### src/rtl/layer_ram_if.sv
// Interface between the network controller, weight/activation RAMs and the layer sequencer.
// The master modport is the controller/RAM side; the slave modport is the sequencer.
interface layer_ram_if #(
    parameter int DATA_W = 8,
    parameter int W_AW   = 6,
    parameter int A_AW   = 3
);
    logic              start;
    logic [1:0]        layer;
    logic              layer_sel;
    logic              w_rd_en;
    logic [W_AW-1:0]   w_rd_addr;
    logic [DATA_W-1:0] w_rd_data;
    logic              a_rd_en;
    logic [A_AW-1:0]   a_rd_addr;
    logic [DATA_W-1:0] a_rd_data;
    logic              a_wr_en;
    logic [A_AW-1:0]   a_wr_addr;
    logic [DATA_W-1:0] a_wr_data;
    logic              busy;
    logic              done;

    modport master (
        output start, layer, layer_sel, w_rd_data, a_rd_data,
        input  w_rd_en, w_rd_addr, a_rd_en, a_rd_addr,
               a_wr_en, a_wr_addr, a_wr_data, busy, done
    );

    modport slave (
        input  start, layer, layer_sel, w_rd_data, a_rd_data,
        output w_rd_en, w_rd_addr, a_rd_en, a_rd_addr,
               a_wr_en, a_wr_addr, a_wr_data, busy, done
    );
endinterface

### src/rtl/layer_ram_controller.sv
// Fully connected layer sequencer: streams weights/activations, accumulates per neuron,
// writes the scaled, saturated (optionally ReLU'd) result into the opposite activation bank.
//
// state   | meaning
// IDLE    | waiting for start
// RUN     | issuing N_IN weight/activation reads for neuron n
// DRAIN   | last read data arriving, final product accumulated
// WRITE   | result written to {~layer_sel, n}
// DONE    | one-cycle done pulse
module layer_ram_controller #(
    parameter int DATA_W = 8,
    parameter int FRAC   = 4,
    parameter int ACC_W  = 20,
    parameter int N_IN   = 4,
    parameter int N_OUT  = 4,
    parameter int W_AW   = 6,
    parameter int A_AW   = 3,
    parameter int RELU   = 1
) (
    input  logic       clk,
    input  logic       reset_n,
    layer_ram_if.slave bus
);
    localparam int IW = A_AW - 1;
    localparam logic signed [ACC_W-1:0] MAXV = ACC_W'((2 ** (DATA_W - 1)) - 1);
    localparam logic signed [ACC_W-1:0] MINV = -ACC_W'(2 ** (DATA_W - 1));

    typedef enum logic [2:0] {S_IDLE, S_RUN, S_DRAIN, S_WRITE, S_DONE} state_t;

    state_t                   r_state;
    logic [1:0]               r_layer;
    logic                     r_sel;
    logic [IW-1:0]            r_n;
    logic [IW-1:0]            r_i;
    logic signed [ACC_W-1:0]  r_acc;
    logic                     r_vld;
    logic                     r_w_rd_en;
    logic [W_AW-1:0]          r_w_rd_addr;
    logic                     r_a_rd_en;
    logic [A_AW-1:0]          r_a_rd_addr;
    logic                     r_a_wr_en;
    logic [A_AW-1:0]          r_a_wr_addr;
    logic [DATA_W-1:0]        r_a_wr_data;
    logic                     r_busy;
    logic                     r_done;

    logic signed [2*DATA_W-1:0] w_prod;
    logic signed [ACC_W-1:0]    w_acc_next;
    logic signed [ACC_W-1:0]    w_shift;
    logic [DATA_W-1:0]          w_res;

    assign w_prod     = $signed(bus.w_rd_data) * $signed(bus.a_rd_data);
    assign w_acc_next = r_vld ? (r_acc + ACC_W'(w_prod)) : r_acc;
    assign w_shift    = w_acc_next >>> FRAC;

    // Result is taken from the next-cycle accumulator so the DRAIN product is included.
    always_comb begin
        w_res = w_shift[DATA_W-1:0];
        if (w_shift > MAXV)
            w_res = MAXV[DATA_W-1:0];
        else if (w_shift < MINV)
            w_res = MINV[DATA_W-1:0];
        if ((RELU != 0) && w_res[DATA_W-1])
            w_res = '0;
    end

    always_ff @(posedge clk) begin
        if (!reset_n) begin
            r_state     <= S_IDLE;
            r_layer     <= '0;
            r_sel       <= 1'b0;
            r_n         <= '0;
            r_i         <= '0;
            r_acc       <= '0;
            r_vld       <= 1'b0;
            r_w_rd_en   <= 1'b0;
            r_w_rd_addr <= '0;
            r_a_rd_en   <= 1'b0;
            r_a_rd_addr <= '0;
            r_a_wr_en   <= 1'b0;
            r_a_wr_addr <= '0;
            r_a_wr_data <= '0;
            r_busy      <= 1'b0;
            r_done      <= 1'b0;
        end else begin
            r_vld     <= r_w_rd_en;
            r_acc     <= w_acc_next;
            r_a_wr_en <= 1'b0;
            r_done    <= 1'b0;
            case (r_state)
                S_IDLE: begin
                    if (bus.start) begin
                        r_layer     <= bus.layer;
                        r_sel       <= bus.layer_sel;
                        r_n         <= '0;
                        r_i         <= '0;
                        r_acc       <= '0;
                        r_w_rd_en   <= 1'b1;
                        r_a_rd_en   <= 1'b1;
                        r_w_rd_addr <= W_AW'(32'(bus.layer) * N_OUT * N_IN);
                        r_a_rd_addr <= {bus.layer_sel, IW'(0)};
                        r_busy      <= 1'b1;
                        r_state     <= S_RUN;
                    end
                end
                S_RUN: begin
                    if (r_i == IW'(N_IN - 1)) begin
                        r_w_rd_en <= 1'b0;
                        r_a_rd_en <= 1'b0;
                        r_state   <= S_DRAIN;
                    end else begin
                        r_i         <= r_i + IW'(1);
                        r_w_rd_addr <= r_w_rd_addr + W_AW'(1);
                        r_a_rd_addr <= {r_sel, r_i + IW'(1)};
                    end
                end
                S_DRAIN: begin
                    r_a_wr_en   <= 1'b1;
                    r_a_wr_addr <= {~r_sel, r_n};
                    r_a_wr_data <= w_res;
                    r_state     <= S_WRITE;
                end
                S_WRITE: begin
                    if (r_n < IW'(N_OUT - 1)) begin
                        // Weights of consecutive neurons are contiguous, so the address just advances.
                        r_n         <= r_n + IW'(1);
                        r_i         <= '0;
                        r_acc       <= '0;
                        r_w_rd_en   <= 1'b1;
                        r_a_rd_en   <= 1'b1;
                        r_w_rd_addr <= r_w_rd_addr + W_AW'(1);
                        r_a_rd_addr <= {r_sel, IW'(0)};
                        r_state     <= S_RUN;
                    end else begin
                        r_done  <= 1'b1;
                        r_state <= S_DONE;
                    end
                end
                S_DONE: begin
                    r_busy  <= 1'b0;
                    r_state <= S_IDLE;
                end
                default: r_state <= S_IDLE;
            endcase
        end
    end

    assign bus.w_rd_en   = r_w_rd_en;
    assign bus.w_rd_addr = r_w_rd_addr;
    assign bus.a_rd_en   = r_a_rd_en;
    assign bus.a_rd_addr = r_a_rd_addr;
    assign bus.a_wr_en   = r_a_wr_en;
    assign bus.a_wr_addr = r_a_wr_addr;
    assign bus.a_wr_data = r_a_wr_data;
    assign bus.busy      = r_busy;
    assign bus.done      = r_done;
endmodule

### src/flat_wrapper.sv
// flat-port wrapper written by rule: the top's interface ports become plain ports
module layer_ram_controller_flat 
#(
    parameter int DATA_W = 8,
    parameter int FRAC   = 4,
    parameter int ACC_W  = 20,
    parameter int N_IN   = 4,
    parameter int N_OUT  = 4,
    parameter int W_AW   = 6,
    parameter int A_AW   = 3,
    parameter int RELU   = 1
)
  (clk, reset_n, bus_start, bus_layer, bus_layer_sel, bus_w_rd_data, bus_a_rd_data, bus_w_rd_en, bus_w_rd_addr, bus_a_rd_en, bus_a_rd_addr, bus_a_wr_en, bus_a_wr_addr, bus_a_wr_data, bus_busy, bus_done);
  layer_ram_if #(.DATA_W(DATA_W), .W_AW(W_AW), .A_AW(A_AW)) bus_i ();
  input  logic clk;
  input  logic reset_n;
  input wire logic [$bits(bus_i.start)-1:0] bus_start;
  input wire logic [$bits(bus_i.layer)-1:0] bus_layer;
  input wire logic [$bits(bus_i.layer_sel)-1:0] bus_layer_sel;
  input wire logic [$bits(bus_i.w_rd_data)-1:0] bus_w_rd_data;
  input wire logic [$bits(bus_i.a_rd_data)-1:0] bus_a_rd_data;
  output wire logic [$bits(bus_i.w_rd_en)-1:0] bus_w_rd_en;
  output wire logic [$bits(bus_i.w_rd_addr)-1:0] bus_w_rd_addr;
  output wire logic [$bits(bus_i.a_rd_en)-1:0] bus_a_rd_en;
  output wire logic [$bits(bus_i.a_rd_addr)-1:0] bus_a_rd_addr;
  output wire logic [$bits(bus_i.a_wr_en)-1:0] bus_a_wr_en;
  output wire logic [$bits(bus_i.a_wr_addr)-1:0] bus_a_wr_addr;
  output wire logic [$bits(bus_i.a_wr_data)-1:0] bus_a_wr_data;
  output wire logic [$bits(bus_i.busy)-1:0] bus_busy;
  output wire logic [$bits(bus_i.done)-1:0] bus_done;
  assign bus_i.start = bus_start;
  assign bus_i.layer = bus_layer;
  assign bus_i.layer_sel = bus_layer_sel;
  assign bus_i.w_rd_data = bus_w_rd_data;
  assign bus_i.a_rd_data = bus_a_rd_data;
  assign bus_w_rd_en = bus_i.w_rd_en;
  assign bus_w_rd_addr = bus_i.w_rd_addr;
  assign bus_a_rd_en = bus_i.a_rd_en;
  assign bus_a_rd_addr = bus_i.a_rd_addr;
  assign bus_a_wr_en = bus_i.a_wr_en;
  assign bus_a_wr_addr = bus_i.a_wr_addr;
  assign bus_a_wr_data = bus_i.a_wr_data;
  assign bus_busy = bus_i.busy;
  assign bus_done = bus_i.done;
  layer_ram_controller #(.DATA_W(DATA_W), .FRAC(FRAC), .ACC_W(ACC_W), .N_IN(N_IN), .N_OUT(N_OUT), .W_AW(W_AW), .A_AW(A_AW), .RELU(RELU)) u_core (.clk(clk), .reset_n(reset_n), .bus(bus_i));
endmodule
### config.mk
export PLATFORM = sky130hd
export DESIGN_NAME = layer_ram_controller_flat
export DESIGN_NICKNAME = d
export VERILOG_FILES = /design/src/rtl/layer_ram_if.sv /design/src/rtl/layer_ram_controller.sv /design/src/flat_wrapper.sv
export SDC_FILE = /design/constraint.sdc
export NUM_CORES = 1
export LEC_CHECK = 0
export CAP_MARGIN = 10
export CORE_ASPECT_RATIO = 0.6
export CORE_UTILIZATION = 23
export DETAILED_ROUTE_END_ITERATION = 16
export SLEW_MARGIN = 20
export SYNTH_ARGS = -nofsm -noshare
export SYNTH_HDL_FRONTEND = slang
export SYNTH_SLANG_ARGS = --single-unit
### constraint.sdc
create_clock -name clk -period 15.6 [get_ports clk]
set_input_delay 2.34 -clock clk [delete_from_list [all_inputs] [get_ports clk]]
set_output_delay 2.34 -clock clk [all_outputs]
set_load 0.005 [all_outputs]
==> results of run 1 <==
[cell usage in the layout, fill, tap and decap left out, types with 6 or more instances in the layout]
cell and count:
ha_1 49, inv_1 105, and2_1 38, xnor2_1 13
nand2b_1 8, a21o_1 6, nand3_1 8, dfxtp_1 52
xor2_1 6, mux2i_1 15, nor2b_1 6, nor2_1 57
nor3_1 6, nand2_1 49, clkdlybuf4s50_1 45, fa_1 88
a211oi_1 8, a21oi_1 28, o221a_1 7, o21ai_0 14
[logic make-up (layout without fill, tap and decap cells)]
kind of cell,count (synthesis),in the layout,share of synthesized area
xor gates and xnor gates,19,19,0.0283
muxes,15,15,0.0256
adders and majority gates,137,137,0.404
other,1,1,0.000639
and+or+nand+nor,192,192,0.160
AOI/OAI and AO/OA,99,99,0.120
buffers and inverters,128,161,0.0842
DFF,52,52,0.177
[cell type report]
cell class | instances | area, um2 | share of cell area
well taps | 322 | 403 | 0.0593
clock inverters | 3 | 27.5 | 0.00405
flip-flops and latches | 52 | 1040 | 0.153
repair buffers | 46 | 458 | 0.0674
multi-input cells | 463 | 4340 | 0.639
inverters | 107 | 402 | 0.0591
clock buffers | 5 | 125 | 0.0184
[through the flow]
step	hold WS (ns)	cell area (um2)
floorplan	0.429	5870
global placement	0.453	6650
global route	0.500	6800
finish	0.469	6800
CTS	0.467	6800
detailed placement	0.456	6650
[critical path, delay by kind of cell]
kind                     cells  cell delay (ns)
adder cells (fa/ha/maj)      6             2.84
AND/OR/NAND/NOR              2             0.74
XOR/XNOR                     1             0.19
AO/OA/AOI/OAI                6             1.60
buffers and inverters        3             0.84
[worst paths after layout]
| kind | from | end | cells after the start |
|---|---|---|---|
| worst min register to register | u_core.r_i[1] | u_core.r_i[1] | 2 |
| worst max-delay path | bus_a_rd_data[0] | u_core.bus.a_wr_data[6] | 18 |
| worst max register to register | u_core.r_acc[4] | u_core.bus.a_wr_data[4] | 20 |
| worst min-delay path | u_core.r_i[1] | u_core.r_i[1] | 2 |
[layer usage]
| metal | vias up | wire, um | GRT usage |
|---|---|---|---|
| li1 | 2151 | - | - |
| met1 | 2184 | 7360 | 0.172 |
| met2 | 97 | 5570 | 0.148 |
| met3 | 2 | 545 | 0.0175 |
| met4 | 0 | 13 | 0.00523 |
| met5 | - | 0 | 0 |
[power groups by stage]
stage / clock, mW / sequential (mW) / combinational, mW
2_1_floorplan: 0 / 0.156 / 0.787
3_3_place_gp: 0 / 0.161 / 0.992
3_5_place_dp: 0 / 0.161 / 0.992
4_1_cts: 0.119 / 0.158 / 1.00
5_1_grt: 0.128 / 0.159 / 1.14
6_report: 0.116 / 0.158 / 1.00
[state kept, by name, indices dropped and copies added (netlist names), 2 cells and up]
name / count
u_core.bus.a_rd_addr: 3
u_core.bus.w_rd_addr: 6
u_core.r_state: 3
u_core.bus.a_wr_data: 7
u_core.r_i: 2
u_core.r_acc: 20
u_core.bus.a_wr_addr: 3
u_core.r_n: 2
[cells in the mapped netlist (2+ instances only)]
master and number:
a31oi_1 4, a211o_1 2, xor2_1 6, nand4b_1 2, o21a_1 5, o221a_1 7
o2111ai_1 4, o21bai_1 2, dfxtp_1 52, ha_1 49, and4_1 3, buf_4 2
o21ai_0 14, mux2i_1 15, nor2_1 57, nand2_1 49, xnor2_1 13, nand3_1 8
nand2b_1 8, clkbuf_1 14, nor3_1 6, fa_1 88, buf_2 5, nor4_1 4
nor2b_1 6, nand4_1 5, o211ai_1 3, and3_1 2, a21o_1 6, clkinv_1 2
inv_1 105, a21oi_1 28, a211oi_1 8, and2_1 38
==> out/results.ini, run 1 <==
[setup_path]
r2r_slack_ns=10.23
critPathKind=in2reg
path_cells=clkdlybuf4s50_1 > and2_1 > inv_1 > fa_1 > inv_1 > fa_1 > fa_1 > fa_1 > fa_1 > ha_1 > o21ai_0 > o21bai_2 > o211ai_1 > a21oi_1 > xnor2_1 > a31oi_1 > nor2_1 > o221a_1
max_stage_delay_ns=0.65
worstPathRequired_ns=15.78
crit_arrival_ns=8.56
timing.critical_path.mode_cell=fa_1
start_kind=input port
slowest_stage=clkdlybuf4s50_1
endpoint_kind=register
crit_fanout=13

[final_layout]
final_nets=834
diodes=0
fill_cells=2597
areaGrowthSynthToFinish_pct=15.8
final_cells=998
utilization=0.276
drive_gt1_frac=0.0237

[pwr]
clockPowerShare=0.091
power_density_nw_per_um2=188
power.total_mw=1.27
ir_worst_vdd_v=0.000136
p_leak_nw=2.99
p_sw_mw=0.654
power_frac_comb=0.785
power_frac_seq=0.124
intPower_mw=0.620
swShare=0.513

[synth]
yosysUniqueCellTypes=55
synth.cell_area_um2=5870
postSynthAreaPerCell_um2=9.13
yosys_warnings=0
synth_seq_cells=52
yosysSeqAreaShare=0.177
netlist.top_cell.by_area=fa_1
synth_edf_count=0
post-synth-top-area-fraction=0.300
synth_area_leaders=fa_1 30%, dfxtp_1 18%, ha_1 10%, inv_1 6.7%, and2_1 4.0%
ys.flop_type=dfxtp_1
syn_inst=643
syn-num-nets=802
async_reset_ff_frac=0

[grt]
grt_use_total=0.106
grt_pass1_vias=4184
grt_max_degree=30
grt.overflow.total=0
antenna_found_initial=0
grt_pass1_wl_um=22400

[placed_design]
post-place-ws_ns=6.93
placedCellCount=990
gp_congestion=0.774
port_buffers=45
hpwlAfterDp_um=11500

[drt]
first_pass_iters=5
routed_via_density=4.44
wl_per_cell_um=13.5
antenna_left=0
num_vias=4434
drc=0
drt_iter0_drc=320
routed_wl_um=13500

[timing]
setup_slack_ns=7.22
finalHoldViolations=0
slew_viol_final=0
rsz0062_at_grt=false
setup_tns_ns=0
relSlewSlack=0.307
finalSetupViolCount=0
fin_crit_ns=8.38
clock.fmax_mhz=119
finalCritPeriodShare=0.537
worst_pin_slew_ns=1.03
skew_ns=0.00777

[clocking]
clock_sinks=52
cts_tree=built
cts.repair.resized=0
cts_htree_levels=2
cts.path.max_buffers=2
cts-hold-fix-buffers=0
cts_buffers=5
clk_pin_slew_worst_paths_ns=0.08
clk_latency_ns=0.29
postCtsSetupBuffers=0
cts_root_buffer=clkbuf_16

[floorplan]
ioPinCount=47
die_area_um2=26200
start_util=0.239
die-height_um=126
fp.dieW_um=208
rows=44
coreArea_um2=24600

[outcome]
status=completed

[flow_run]
drv_cap=0

[hold_path]
min_path_type=reg2reg

Power figures use the tool's default switching activity.
==> run 2: changes to the inputs <==
==> constraint.sdc (replaced) <==
create_clock -name clk -period 8.5 [get_ports clk]
set_input_delay 1.275 -clock clk [delete_from_list [all_inputs] [get_ports clk]]
set_output_delay 1.275 -clock clk [all_outputs]
set_load 0.005 [all_outputs]
==> out/results.ini, run 2 (same netlist as run 1, synthesis figures left out) <==
[drt]
num_vias=4412
wl_per_cell_um=13.4
routed_via_density=4.42
antenna_left=0
routed_wl_um=13400
drc=0
drt_iter0_drc=256
first_pass_iters=5

[hold_path]
min_path_type=reg2reg
worst_hold_startpoint=u_core.r_i[1]

[grt]
antenna_found_initial=0
grt_max_degree=30
grt_pass1_vias=4320
grt_pass1_wl_um=23000
grt_use_total=0.108
grt.overflow.total=0

[clocking]
cts-hold-fix-buffers=0
clock_sinks=52
cts_root_buffer=clkbuf_16
clk_pin_slew_worst_paths_ns=0.07
cts_buffers=5
postCtsSetupBuffers=0
cts_htree_levels=2
clk_latency_ns=0.29
cts.repair.resized=0
cts.path.max_buffers=2
cts_tree=built

[floorplan]
fp.dieW_um=208
rows=44
coreArea_um2=24600
ioPinCount=47
die-height_um=126
start_util=0.239
die_area_um2=26200

[pwr]
power_frac_seq=0.124
p_leak_nw=2.99
intPower_mw=1.14
power_frac_comb=0.788
ir_worst_vdd_v=0.000272
power_density_nw_per_um2=344
p_sw_mw=1.20
clockPowerShare=0.088
swShare=0.514
power.total_mw=2.34

[outcome]
status=completed

[setup_path]
max_stage_delay_ns=0.72
r2r_start=u_core.r_acc[12]
endpoint_kind=register
worstPathRequired_ns=8.69
critPathKind=in2reg
path_cells=clkdlybuf4s50_1 > and2_1 > fa_1 > inv_1 > fa_1 > inv_1 > fa_1 > fa_1 > ha_1 > ha_1 > a21oi_1 > o211ai_1 > nor4_1 > a21oi_1 > xnor2_1 > a31oi_1 > nor2_1 > o221a_1
critPathTopFamily=adder cells
crit_fanout=12
timing.critical_path.mode_cell=fa_1
crit_start=bus_a_rd_data[1]
path_buf_inv=3
crit_arrival_ns=7.67
start_kind=input port
slowest_stage=and2_1

[placed_design]
hpwlAfterDp_um=11500
gp_congestion=0.782
port_buffers=45
placed_area_um2=6650

[timing]
slew_viol_final=0
finalHoldViolations=0
fin_crit_ns=7.49
finalSetupViolCount=0
setup_tns_ns=0
relSlewSlack=0.340
finalCritPeriodShare=0.881
rsz0062_at_grt=false
worst_pin_slew_ns=0.986
clock.fmax_mhz=134
skew_ns=0.00944

[final_layout]
areaGrowthSynthToFinish_pct=15.8
final_cell_mix=105 x inv_1, 88 x fa_1, 57 x nor2_1, 52 x dfxtp_1
fill_cells=2621
diodes=0
final_common_cell=inv_1
largest_register_ffs=20
drive_gt1_frac=0.0251
finalInstanceArea_um2=6800
largest-register=u_core.r_acc
final_nets=835

[flow_run]
drv_cap=0

run 2: changes by cell type in the layout (fill, tap and decap cells not counted), sizes merged:
cell,before,now
buf,1,2
run 2: power by group through the flow:
| stage | Combinational [mW] | Clock, mW | Sequential [mW] |
|---|---|---|---|
| CTS | 1.84 | 0.213 | 0.289 |
| finish | 1.84 | 0.206 | 0.289 |
| detailed placement | 1.82 | 0 | 0.295 |
| floorplan | 1.44 | 0 | 0.286 |
| global route | 2.10 | 0.225 | 0.293 |
| global placement | 1.81 | 0 | 0.295 |
run 2: area by class of cell:
cell class                      instances  area (um2)  share of cell area
Multi-Input combinational cell        463        4340               0.639
Sequential cell                        52        1040               0.153
Timing Repair Buffer                   47         465              0.0685
Tap cell                              322         403              0.0593
Inverter                              107         402              0.0591
Clock buffer                            5         125              0.0184
Clock inverter                          3        21.3             0.00313
run 2: path summary, 6_finish.rpt:
path | cells past startpoint | to | slack, ns
max | 18 | u_core.bus.a_wr_data[6] | 1.01
min | 2 | u_core.r_i[1] | 0.47
max reg2reg | 16 | u_core.bus.a_wr_data[6] | 2.97
min reg2reg | 2 | u_core.r_i[1] | 0.47
run 2: routing by layer:
layer / vias to the layer above / wire (um) / GRT usage
li1: 2156 / - / -
met1: 2151 / 7140 / 0.173
met2: 101 / 5430 / 0.149
met3: 4 / 776 / 0.0257
met4: 0 / 23 / 0.00654
met5: - / 0 / 0
run 2: stage by stage:
stage	instances	hold slack (ns)	utilization	setup WS [ns]
floorplan	643	0.429	-	1.86
global placement	991	0.452	0.270	0.911
detailed placement	991	0.456	0.270	0.864
CTS	999	0.467	0.276	1.16
global route	999	0.503	0.276	0.583
finish	999	0.466	0.276	1.01
run 2: worst reg2reg max path, stage by stage, from the launching register on:
cell,delay [ns]
dfxtp_1,0.37
fa_1,0.54
inv_1,0.05
fa_1,0.50
inv_1,0.05
fa_1,0.48
fa_1,0.50
ha_1,0.31
ha_1,0.39
a21oi_1,0.37
o211ai_1,0.24
nor4_1,0.40
a21oi_1,0.15
xnor2_1,0.18
a31oi_1,0.56
nor2_1,0.11
o221a_1,0.23
==> run 3: changes to the inputs <==
--- a/config.mk
+++ b/config.mk
@@ -5,6 +5,7 @@
 export SDC_FILE = /design/constraint.sdc
 export NUM_CORES = 1
 export LEC_CHECK = 0
+export ABC_CLOCK_PERIOD_IN_PS = 8500
 export CAP_MARGIN = 10
 export CORE_ASPECT_RATIO = 0.6
 export CORE_UTILIZATION = 23
==> results of run 3 <==
Same layout as run 2: the final DEF is identical, and so are final timing and power.
